**config.mk**
```make
export PLATFORM = sky130hd
export DESIGN_NAME = alu_regfile_flat
export DESIGN_NICKNAME = d
export VERILOG_FILES = /design/src/rtl/alu_regfile_if.sv /design/src/rtl/alu_regfile.sv /design/src/flat_wrapper.sv
export SDC_FILE = /design/constraint.sdc
export NUM_CORES = 1
export LEC_CHECK = 0
export ABC_AREA = 1
export CAP_MARGIN = 20
export CORE_UTILIZATION = 49
export DETAILED_ROUTE_END_ITERATION = 8
export PLACE_DENSITY = 0.81
export SYNTH_ARGS = -nofsm -noshare
export SYNTH_HDL_FRONTEND = slang
export SYNTH_SLANG_ARGS = --single-unit
export TNS_END_PERCENT = 100
```
**constraint.sdc**
```tcl
create_clock -name clk -period 3.2 [get_ports clk]
set_input_delay 0.64 -clock clk [delete_from_list [all_inputs] [get_ports clk]]
set_output_delay 0.64 -clock clk [all_outputs]
set_load 0.02 [all_outputs]
```
**src/rtl/alu_regfile_if.sv**
```systemverilog
// Bus bundle between the CPU sequencer (master) and the alu_regfile datapath slice (slave).
// Flag outputs exist only when ALU_FLAGS_EN is defined.
interface alu_regfile_if #(
    parameter int WIDTH  = 8,
    parameter int ADDR_W = 1
);
    logic              we;
    logic [ADDR_W-1:0] waddr;
    logic [WIDTH-1:0]  wdata;
    logic [ADDR_W-1:0] rsel;
    logic [WIDTH-1:0]  rdata;
    logic [WIDTH-1:0]  operand_A;
    logic [WIDTH-1:0]  operand_B;
    logic [2:0]        alu_control;
    logic [WIDTH-1:0]  result;
`ifdef ALU_FLAGS_EN
    logic              zero;
    logic              carry;
    logic              negative;
    logic              overflow;
`endif

`ifdef ALU_FLAGS_EN
    modport master (
        output we, waddr, wdata, rsel, operand_A, operand_B, alu_control,
        input  rdata, result, zero, carry, negative, overflow
    );
    modport slave (
        input  we, waddr, wdata, rsel, operand_A, operand_B, alu_control,
        output rdata, result, zero, carry, negative, overflow
    );
`else
    modport master (
        output we, waddr, wdata, rsel, operand_A, operand_B, alu_control,
        input  rdata, result
    );
    modport slave (
        input  we, waddr, wdata, rsel, operand_A, operand_B, alu_control,
        output rdata, result
    );
`endif
endinterface

```
**src/rtl/alu_regfile.sv**
```systemverilog
// Datapath slice: 2**ADDR_W-entry register file (async clear, combinational read) beside a
// combinational ALU. Optional flag outputs are enabled by defining ALU_FLAGS_EN.
module alu_regfile #(
    parameter int WIDTH  = 8,
    parameter int ADDR_W = 1
) (
    input  logic          clk,
    input  logic          reset,
    alu_regfile_if.slave  bus
);
    localparam int NREGS = 1 << ADDR_W;

    localparam logic [2:0] OP_LOAD = 3'b000;
    localparam logic [2:0] OP_ADD  = 3'b001;
    localparam logic [2:0] OP_SUB  = 3'b010;
    localparam logic [2:0] OP_AND  = 3'b011;
    localparam logic [2:0] OP_OR   = 3'b100;
    localparam logic [2:0] OP_XOR  = 3'b101;
    localparam logic [2:0] OP_JMP  = 3'b110;
    localparam logic [2:0] OP_HLT  = 3'b111;

    logic [WIDTH-1:0] r_regs [NREGS];
    logic [WIDTH-1:0] w_result;
    logic [WIDTH-1:0] w_sum;
    logic [WIDTH-1:0] w_diff;

    // Register file storage: cleared asynchronously, written on the rising edge.
    always_ff @(posedge clk or negedge reset) begin
        if (!reset) begin
            for (int i = 0; i < NREGS; i++) begin
                r_regs[i] <= {WIDTH{1'b0}};
            end
        end else if (bus.we) begin
            r_regs[bus.waddr] <= bus.wdata;
        end else begin
            r_regs[bus.waddr] <= r_regs[bus.waddr];
        end
    end

    // No write bypass: a same-cycle write becomes visible only after the edge.
    assign bus.rdata = r_regs[bus.rsel];

    assign w_sum  = bus.operand_A + bus.operand_B;
    assign w_diff = bus.operand_A - bus.operand_B;

    // ALU operation decode.
    always_comb begin
        w_result = bus.operand_A;
        case (bus.alu_control)
            OP_LOAD: w_result = bus.operand_B;
            OP_ADD:  w_result = w_sum;
            OP_SUB:  w_result = w_diff;
            OP_AND:  w_result = bus.operand_A & bus.operand_B;
            OP_OR:   w_result = bus.operand_A | bus.operand_B;
            OP_XOR:  w_result = bus.operand_A ^ bus.operand_B;
            OP_JMP:  w_result = bus.operand_A;
            OP_HLT:  w_result = bus.operand_A;
            default: w_result = bus.operand_A;
        endcase
    end

    assign bus.result = w_result;

`ifdef ALU_FLAGS_EN
    logic [WIDTH:0] w_add_ext;
    logic [WIDTH:0] w_sub_ext;
    logic           w_carry;
    logic           w_overflow;

    assign w_add_ext = {1'b0, bus.operand_A} + {1'b0, bus.operand_B};
    assign w_sub_ext = {1'b0, bus.operand_A} - {1'b0, bus.operand_B};

    // Carry/borrow and signed overflow only mean something for ADD and SUB.
    always_comb begin
        w_carry    = 1'b0;
        w_overflow = 1'b0;
        if (bus.alu_control == OP_ADD) begin
            w_carry    = w_add_ext[WIDTH];
            w_overflow = (bus.operand_A[WIDTH-1] == bus.operand_B[WIDTH-1]) &&
                         (w_sum[WIDTH-1] != bus.operand_A[WIDTH-1]);
        end else if (bus.alu_control == OP_SUB) begin
            w_carry    = w_sub_ext[WIDTH];
            w_overflow = (bus.operand_A[WIDTH-1] != bus.operand_B[WIDTH-1]) &&
                         (w_diff[WIDTH-1] != bus.operand_A[WIDTH-1]);
        end else begin
            w_carry    = 1'b0;
            w_overflow = 1'b0;
        end
    end

    assign bus.zero     = (w_result == {WIDTH{1'b0}});
    assign bus.carry    = w_carry;
    assign bus.negative = w_result[WIDTH-1];
    assign bus.overflow = w_overflow;
`endif

endmodule

```
**src/flat_wrapper.sv**
```systemverilog
// flat-port wrapper written by rule: the top's interface ports become plain ports
module alu_regfile_flat 
#(
    parameter int WIDTH  = 8,
    parameter int ADDR_W = 1
)
  (clk, reset, bus_we, bus_waddr, bus_wdata, bus_rsel, bus_operand_A, bus_operand_B, bus_alu_control, bus_rdata, bus_result);
  alu_regfile_if #(.WIDTH(WIDTH), .ADDR_W(ADDR_W)) bus_i ();
  input  logic clk;
  input  logic reset;
  input wire logic [$bits(bus_i.we)-1:0] bus_we;
  input wire logic [$bits(bus_i.waddr)-1:0] bus_waddr;
  input wire logic [$bits(bus_i.wdata)-1:0] bus_wdata;
  input wire logic [$bits(bus_i.rsel)-1:0] bus_rsel;
  input wire logic [$bits(bus_i.operand_A)-1:0] bus_operand_A;
  input wire logic [$bits(bus_i.operand_B)-1:0] bus_operand_B;
  input wire logic [$bits(bus_i.alu_control)-1:0] bus_alu_control;
  output wire logic [$bits(bus_i.rdata)-1:0] bus_rdata;
  output wire logic [$bits(bus_i.result)-1:0] bus_result;
  assign bus_i.we = bus_we;
  assign bus_i.waddr = bus_waddr;
  assign bus_i.wdata = bus_wdata;
  assign bus_i.rsel = bus_rsel;
  assign bus_i.operand_A = bus_operand_A;
  assign bus_i.operand_B = bus_operand_B;
  assign bus_i.alu_control = bus_alu_control;
  assign bus_rdata = bus_i.rdata;
  assign bus_result = bus_i.result;
  alu_regfile #(.WIDTH(WIDTH), .ADDR_W(ADDR_W)) u_core (.clk(clk), .reset(reset), .bus(bus_i));
endmodule
```
# Word level (Yosys, flattened, before mapping)
# Index checks and enable logic that the tools add are counted.
[word_totals]
reg_bits = 16
input_bits = 32
output_inout_bits = 16
wordCells = 34
[op_classes]
n_addsub = 2
order_cmp = 3
n_eq_ne = 7
muxes = 12
bitwise_logic = 5
n_reduce_logical = 3
[op_table]
columns = ["operator", "count"]
rows = [
  ["$mux W8", 7],
  ["$pmux W8 S7", 1],
  ["$bwmux W16", 2],
  ["$mux W16", 1],
  ["$eq A3 B3 Y1 const B", 4],
  ["$add A8 B8 Y8", 1],
  ["$and A8 B8 Y8", 1],
  ["$demux W8 S1", 1],
  ["$or A8 B8 Y8", 1],
  ["$sub A8 B8 Y8", 1],
  ["$xor A8 B8 Y8", 1],
  ["$eq A3 B2 Y1 const B", 2],
  ["$ge A2 B2 Y1 const B", 2],
  ["$not A1 Y2", 2],
  ["$eq A3 B1 Y1 const B", 1],
  ["$logic_not A3 Y1", 1],
  ["$lt A2 B1 Y1 const B", 1],
  ["$reduce_or A2 Y1", 1],
  ["$logic_and A1 B1 Y1", 1],
]

# Longest topological paths before layout
[depth]
ltp_word = 7
ltp_mapped = 15
ltp_nobuf = 15

# Worst setup path before layout
# No wires, ideal clock.
[synth_timing]
path_type = "input-to-output"
start = "in bus_operand_B[0]"
end = "out bus_result[4]"
t_arrival_ps = 2276
required_ps = 2560
slack_ps = 284
path_stages = 10
path_buffers = 0
path_cell_list = "inv_1 > ha_1 > or2_1 > xor2_1 > ha_1 > nand3_1 > nand2_1 > or2_2 > nand3_1 > nand4_1"
[synth_via]
elab_chain_cells = 2
word_cells_on_any_way = 3
classes_between = "add/sub (2); mux (1)"
[synth_rtl]
columns = ["item", "line", "rtl"]
rows = [
  ["start, declared", "flat_wrapper.sv:16", "input wire logic [$bits(bus_i.operand_B)-1:0] bus_operand_B;"],
  ["$sub A8 B8 Y8 or $add A8 B8 Y8 (tied branches)", "alu_regfile.sv:44, alu_regfile.sv:43", ""],
  ["$pmux W8 S7 *", "alu_regfile.sv:49", "case (bus.alu_control)"],
  ["end, declared", "flat_wrapper.sv:19", "output wire logic [$bits(bus_i.result)-1:0] bus_result;"],
]
# Every way passes the cells marked *; elsewhere a longest branch is shown, timed or not.

# Worst setup path after layout
[layout_timing]
start = "in bus_alu_control[2]"
end = "out bus_result[7]"
[layout_via]
elab_chain_cells = 3
word_cells_on_any_way = 10
classes_between = "eq/ne (7); mux (1); reduce/logical (2)"
[layout_rtl]
columns = ["item", "line", "rtl"]
rows = [
  ["start, declared", "flat_wrapper.sv:17", "input wire logic [$bits(bus_i.alu_control)-1:0] bus_alu_control;"],
  ["$eq A3 B3 Y1", "alu_regfile.sv:49", ""],
  ["$reduce_or A2 Y1 (no line)", "-", ""],
  ["$pmux W8 S7 *", "alu_regfile.sv:49", ""],
]
# Marks and branches as above.

==> impl_metrics.yaml <==
timing:
  hold_slack_ns: 0.493
  layout_min_cycle_time_ns: 3.23
  hold_violations: 0
  maxSlewViolCount: 0
  slew_headroom_pct: 42.0
  worst_slew_pin_slew_ns: 0.867
  fin_crit_sh_pct: 101
  rsz0062_at_grt: "yes"
  finalSetupViolations: 1
  fin_ws_ns: -0.0297
  finClkSkew_ns: 0
  max_freq_mhz: 310
placed_design:
  io_buffer_count: 47
  placed_cells: 398
  hpwl_um: 3810
  place.gp.congestion: 0.907
  placed_area_mm2: 0.00257
synthesis:
  ys_seq_area_share_pct: 22.7
  avgSynthCellArea_um2: 6.55
  synth_nets: 326
  synth.distinct_cells: 25
  synthesis.instances: 269
  ys_ff_latch: 16
  netlist_area_mm2: 0.00176
  ys.warnings.count: 0
cells_and_area:
  largest_reg_flops: 16
  diodes: 0
  drive_gt1_share_pct: 27.8
  finalInstanceArea_mm2: 0.00279
  fin_nets: 421
  top_regs: "u_core.r_regs x16"
  final_cell_mix: "81 x nand2_1, 43 x buf_4, 36 x inv_1, 30 x clkdlybuf4s50_1, 26 x o21ai_0"
  area_growth_pct: 58.3
  top_register: "u_core.r_regs"
  final_common_cell: "nand2_1"
  final_cells: 409
floorplanning:
  initial_core_util_pct: 52.0
  core_mm2: 0.00339
  dieArea_mm2: 0.00384
  row_count: 21
  die_h_um: 62.0
  num_io_pins: 48
  die_w_um: 62.0
grt:
  grt_usage_pct: 31.5
  grt_max_degree: 17
  grt_pass1_vias: 2045
  grt-ovfl-total: 0
  grt_pass1_wl_um: 8850
  grt_antenna_before_repair: 0
detailed_routing:
  first_iter_violations: 190
  num_vias: 2159
  firstDrtPassIters: 4
  drc: 0
  wl_per_cell_um: 14.3
  ant_nets: 0
  viasPerCell: 5.28
  wl_um: 5860
flow_run:
  cap_violations: 0
setup_path:
  slowest_delay_ns: 0.27
  crit_required_ns: 2.56
  end_kind: "output pin"
  cp.buffers_inverters: 8
  crit_family: "buffers and inverters"
  crit_path_top_delay_cell: "ha_4"
  cpMostUsedCell: "buf_6"
  crit_chain: "buf_8, inv_4, nand3_4, buf_6, nand2_4, buf_6, xor2_1, inv_1, ha_4, buf_6, nand2_2, nor2_2, buf_4, a21oi_2, nand3_1, nand3_2, nand3_2, buf_6"
  arrival_ns: 2.59
  crit_type: "input pin to output pin"
  start_kind: "input pin"
  cp_max_fo: 4
cts:
  cts_hold_buf: 0
  cts_buffer_depth: 2
  cts_max_level: 1
  cts_buffers: 3
  clock_latency_ns: 0.29
  clock_sinks: 16
  cts_root_buf: "clkbuf_4"
  cts_tree: "done"
  clk_pin_slew_ns: 0.09
worst_hold_path:
  hold_path_class: "register to register"
outcome:
  outcome: "finished, violations left"
  violations: "setup timing"
pwr:
  power_density_mw_per_mm2: 304
  p_leak_nw: 1.47
  ir_drop_uv: 158
==> synthesized netlist by cell type <==
master,instances,share of area [%]
a211oi_1,6,2.6
a21oi_1,7,2.0
buf_2,1,0.28
clkbuf_1,1,0.21
dfrtp_1,16,23
fa_1,1,1.1
ha_1,24,17
inv_1,41,8.7
inv_2,3,0.64
nand2_1,84,18
nand2_2,3,1.1
nand2_4,1,0.64
nand3_1,21,6.0
nand3_4,1,0.99
nand3b_1,1,0.43
nand4_1,4,1.4
nor2_1,14,3.0
nor2_4,1,0.64
o21ai_0,27,7.7
o21ai_1,1,0.28
o22ai_1,1,0.36
or2_1,1,0.36
or2_2,3,1.1
xnor2_1,1,0.50
xor2_1,5,2.5
==> power breakdown <==
group | leakage [nW] | switching, mW | internal (mW)
clock network | 0.0210 | 0.0639 | 0.0693
registers | 0.197 | 0.0103 | 0.227
logic | 1.25 | 0.253 | 0.226
total | 1.47 | 0.327 | 0.523
==> worst paths after layout <==
kind,startpoint,endpoint,slack [ns],depth (start not counted)
worst min register to register,u_core.r_regs[4]$_DFFE_PN0P_,u_core.r_regs[4]$_DFFE_PN0P_,0.49,2
worst max register to register,u_core.r_regs[8]$_DFFE_PN0N_,u_core.r_regs[8]$_DFFE_PN0N_,2.51,2
worst max-delay path,bus_alu_control[2],bus_result[7],-0.03,18
min in group asynchronous,reset,u_core.r_regs[13]$_DFFE_PN0N_,0.76,1
worst min-delay path,u_core.r_regs[4]$_DFFE_PN0P_,u_core.r_regs[4]$_DFFE_PN0P_,0.49,2
max in group asynchronous,reset,u_core.r_regs[14]$_DFFE_PN0N_,2.01,1
==> through the flow <==
stage	util (%)	setup TNS, ns	power (mW)	worst slack [ns]
global placement	75.7	-5.13	0.642	-0.777
floorplan	-	0	0.446	0.284
CTS	79.1	0	0.798	0.00782
detailed placement	75.7	-5.64	0.652	-0.880
global route	82.4	-0.208	0.901	-0.0881
finish	82.4	-0.0297	0.850	-0.0297
==> tightest hold or removal path: cells and delay by family, from the launching register on <==
kind | cells | cell delay, ns
and+or+nand+nor | 2 | 0.12
DFF | 1 | 0.35
==> routing by layer <==
metal	vias to the layer above	share of wire [%]	track usage [%]	wire, µm
li1	1052	-	-	-
met1	968	39	35.5	2310
met2	120	52	57.1	3020
met3	19	6.0	5.38	351
met4	0	3.0	14.9	175
met5	-	0	0	0
==> area by class of cell <==
cell class | count | area (µm²)
fillers | 214 | 598
inverters | 44 | 168
multi-input cells | 207 | 1330
flip-flops and latches | 16 | 400
repair buffers | 92 | 797
well taps | 46 | 57.6
clock buffers | 4 | 36.3
==> logic make-up (layout without fill, tap and decap cells) <==
family | count (synthesis) | count (layout) | synth area share (%)
DFF | 16 | 16 | 22.7
adders and majority gates | 25 | 25 | 18.2
AOI/OAI and AO/OA | 42 | 42 | 12.8
buffers and inverters | 46 | 140 | 9.86
and+or+nand+nor | 134 | 134 | 33.4
xor gates and xnor gates | 6 | 6 | 2.98
==> what timing repair did <==
item,in CTS,in global routing
cloned,0,0
resized for setup,71,30
setup endpoints to repair,7,7
setup buffers,5,2
pin swaps,15,21
No activity file was read; power rests on OpenSTA's default activity.
==> patch, RTL diff (same settings) <==
`WIDTH` is set to 8 in 3 places; all go to 6.
--- a/src/rtl/alu_regfile_if.sv
+++ b/src/rtl/alu_regfile_if.sv
@@ -2,5 +2,5 @@
 // Flag outputs exist only when ALU_FLAGS_EN is defined.
 interface alu_regfile_if #(
-    parameter int WIDTH  = 8,
+    parameter int WIDTH  = 6,
     parameter int ADDR_W = 1
 );
--- a/src/rtl/alu_regfile.sv
+++ b/src/rtl/alu_regfile.sv
@@ -2,5 +2,5 @@
 // combinational ALU. Optional flag outputs are enabled by defining ALU_FLAGS_EN.
 module alu_regfile #(
-    parameter int WIDTH  = 8,
+    parameter int WIDTH  = 6,
     parameter int ADDR_W = 1
 ) (
--- a/src/flat_wrapper.sv
+++ b/src/flat_wrapper.sv
@@ -2,5 +2,5 @@
 module alu_regfile_flat 
 #(
-    parameter int WIDTH  = 8,
+    parameter int WIDTH  = 6,
     parameter int ADDR_W = 1
 )
Interface: changed (5 resized); port bits go from 48 to 38. The function was not compared with the original's and may differ.
==> patch against the original RTL <==
- first-iteration DRC count fell by 79%
- worst setup slack improved by 0.16 ns
- sequential cell count fell by 4
- power fell by 28%
- routed wire length fell by 40%
- combinational power fell by 35%
- core utilization fell by 1.3 points
- synthesized area fell by 27%
- via count fell by 30%
- maximum frequency rose by 5.1%
- die area fell by 26%
- global-route usage fell by 6.5 points
- clock skew did not move
- final area fell by 28%
- critical endpoint is now bus_result[3]
==> patch: results (changes against the original RTL) <==
* WHS at 0.4813 ns (-0.01161 ns)
* Total Wirelength at 3516 um (-40%)
* Final HPWL from detailed placement at 2548 um (-33%)
* Adder-Cell Fraction of Synth Area at 19.01% (+0.84 points)
* DP Area at 1886 um^2 (-27%)
* Met2 Usage GRT at 45.21% (-12 points)
* Pre-Repair DR Iteration Count at 5 (+1)
* Post-CTS Resized at 41 (-42%)
* Met2 routed wirelength at 1701 um (-44%)
* Vias in the first global route at 1288 (-37%)
* Netlist cell types at 20 (-20%)
* First-pass GRT wire length at 5230 um (-41%)
* Via density at 5.067 (-4.0%)
* Hold Path Sink: u_core.r_regs[4]$_DFFE_PN0P_
* Post-CTS setup buffer count at 1 (-4)
* Post-Syn Instances at 201 (-25%)
* Biggest regs: u_core.r_regs x12
* Clock transition at path regs at 0.07 ns (-0.02 ns)
* Register area share after synthesis at 23.28% (+0.57 points)
* Port-buffer cells at 37 (-21%)
* Peak supply drop at 0.2654 mV (+68%)
* Sw Share at 36.49% (-2.0 points)
* M1 GR Usage at 30.53% (-5.0 points)
* Nets at 313 (-26%)
* Post-Place Cells at 292 (-27%)
* Top cell type's share of synthesized area at 23.28% (+0.57 points)
* Pin count of the biggest net entering global routing at 13 (-4)
* Total GRT Usage at 24.99% (-6.5 points)
* Post-Synth XOR/XNOR Area at 2.037% (-0.94 points)
* Yosys warns at 0 (unchanged)
* M3 GR Usage at 1.437% (-3.9 points)
* Synth Area in Compound Gates at 15.32% (+2.5 points)
* Seq cells post-synth at 12 (-4)
* Area contributors post-synth: dfrtp_1 (23%), nand2_1 (19%), ha_1 (17%)
* Worst-Margin Slew at 0.6588 ns (-0.2085 ns)
* FILL cells at 166 (-22%)
* 1st-iter DRT viols at 39 (-79%)
* Status: complete, no violations
* R2r endpoint: u_core.r_regs[7]$_DFFE_PN0N_
* Leakage power at 0.001086 uW (-26%)
* Crit path max fanout at 6 (+2)
* M1 WL at 1508 um (-35%)
* R2R setup slack at 2.55 ns (+0.04 ns)
* Fin worst setup slack at 0.1271 ns (+0.1568 ns)
* Critical Path End: bus_result[3]
* Synth top cells by count: nand2_1 (67), inv_1 (35), o21ai_0 (23)
* GPL Wtd Cong at 0.8515 (-6.1%)
* Layout Cells excl Fill at 297 (-27%)
* Arrival @ worst endpoint at 2.43 ns (-0.16 ns)
-- patch: worst max-delay path, stage by stage --
cell,delay (ns)
dlygate4sd2_1,0.25
inv_2,0.08
nand3_4,0.11
nand2_2,0.11
xor2_1,0.15
ha_1,0.29
nand2_1,0.14
nor2_1,0.07
o21ai_0,0.16
nand2_1,0.09
o221ai_2,0.15
buf_2,0.19
-- patch: power groups by stage --
stage | combinational, uW | clock (uW) | sequential [uW]
3_3_place_gp | 284 | 0 | 180
5_1_grt | 345 | 132 | 180
4_1_cts | 295 | 125 | 178
6_report | 312 | 121 | 178
2_1_floorplan | 147 | 0 | 179
3_5_place_dp | 287 | 0 | 181
-- patch: cell type report --
| type | count | area, um^2 | area share, % |
|---|---|---|---|
| Multi-Input combinational cell | 152 | 954.7 | 47.57 |
| Timing Repair Buffer | 64 | 546.8 | 27.24 |
| Sequential cell | 12 | 300.3 | 14.96 |
| Inverter | 35 | 131.4 | 6.546 |
| Tap cell | 30 | 37.54 | 1.870 |
| Clock buffer | 4 | 36.28 | 1.808 |
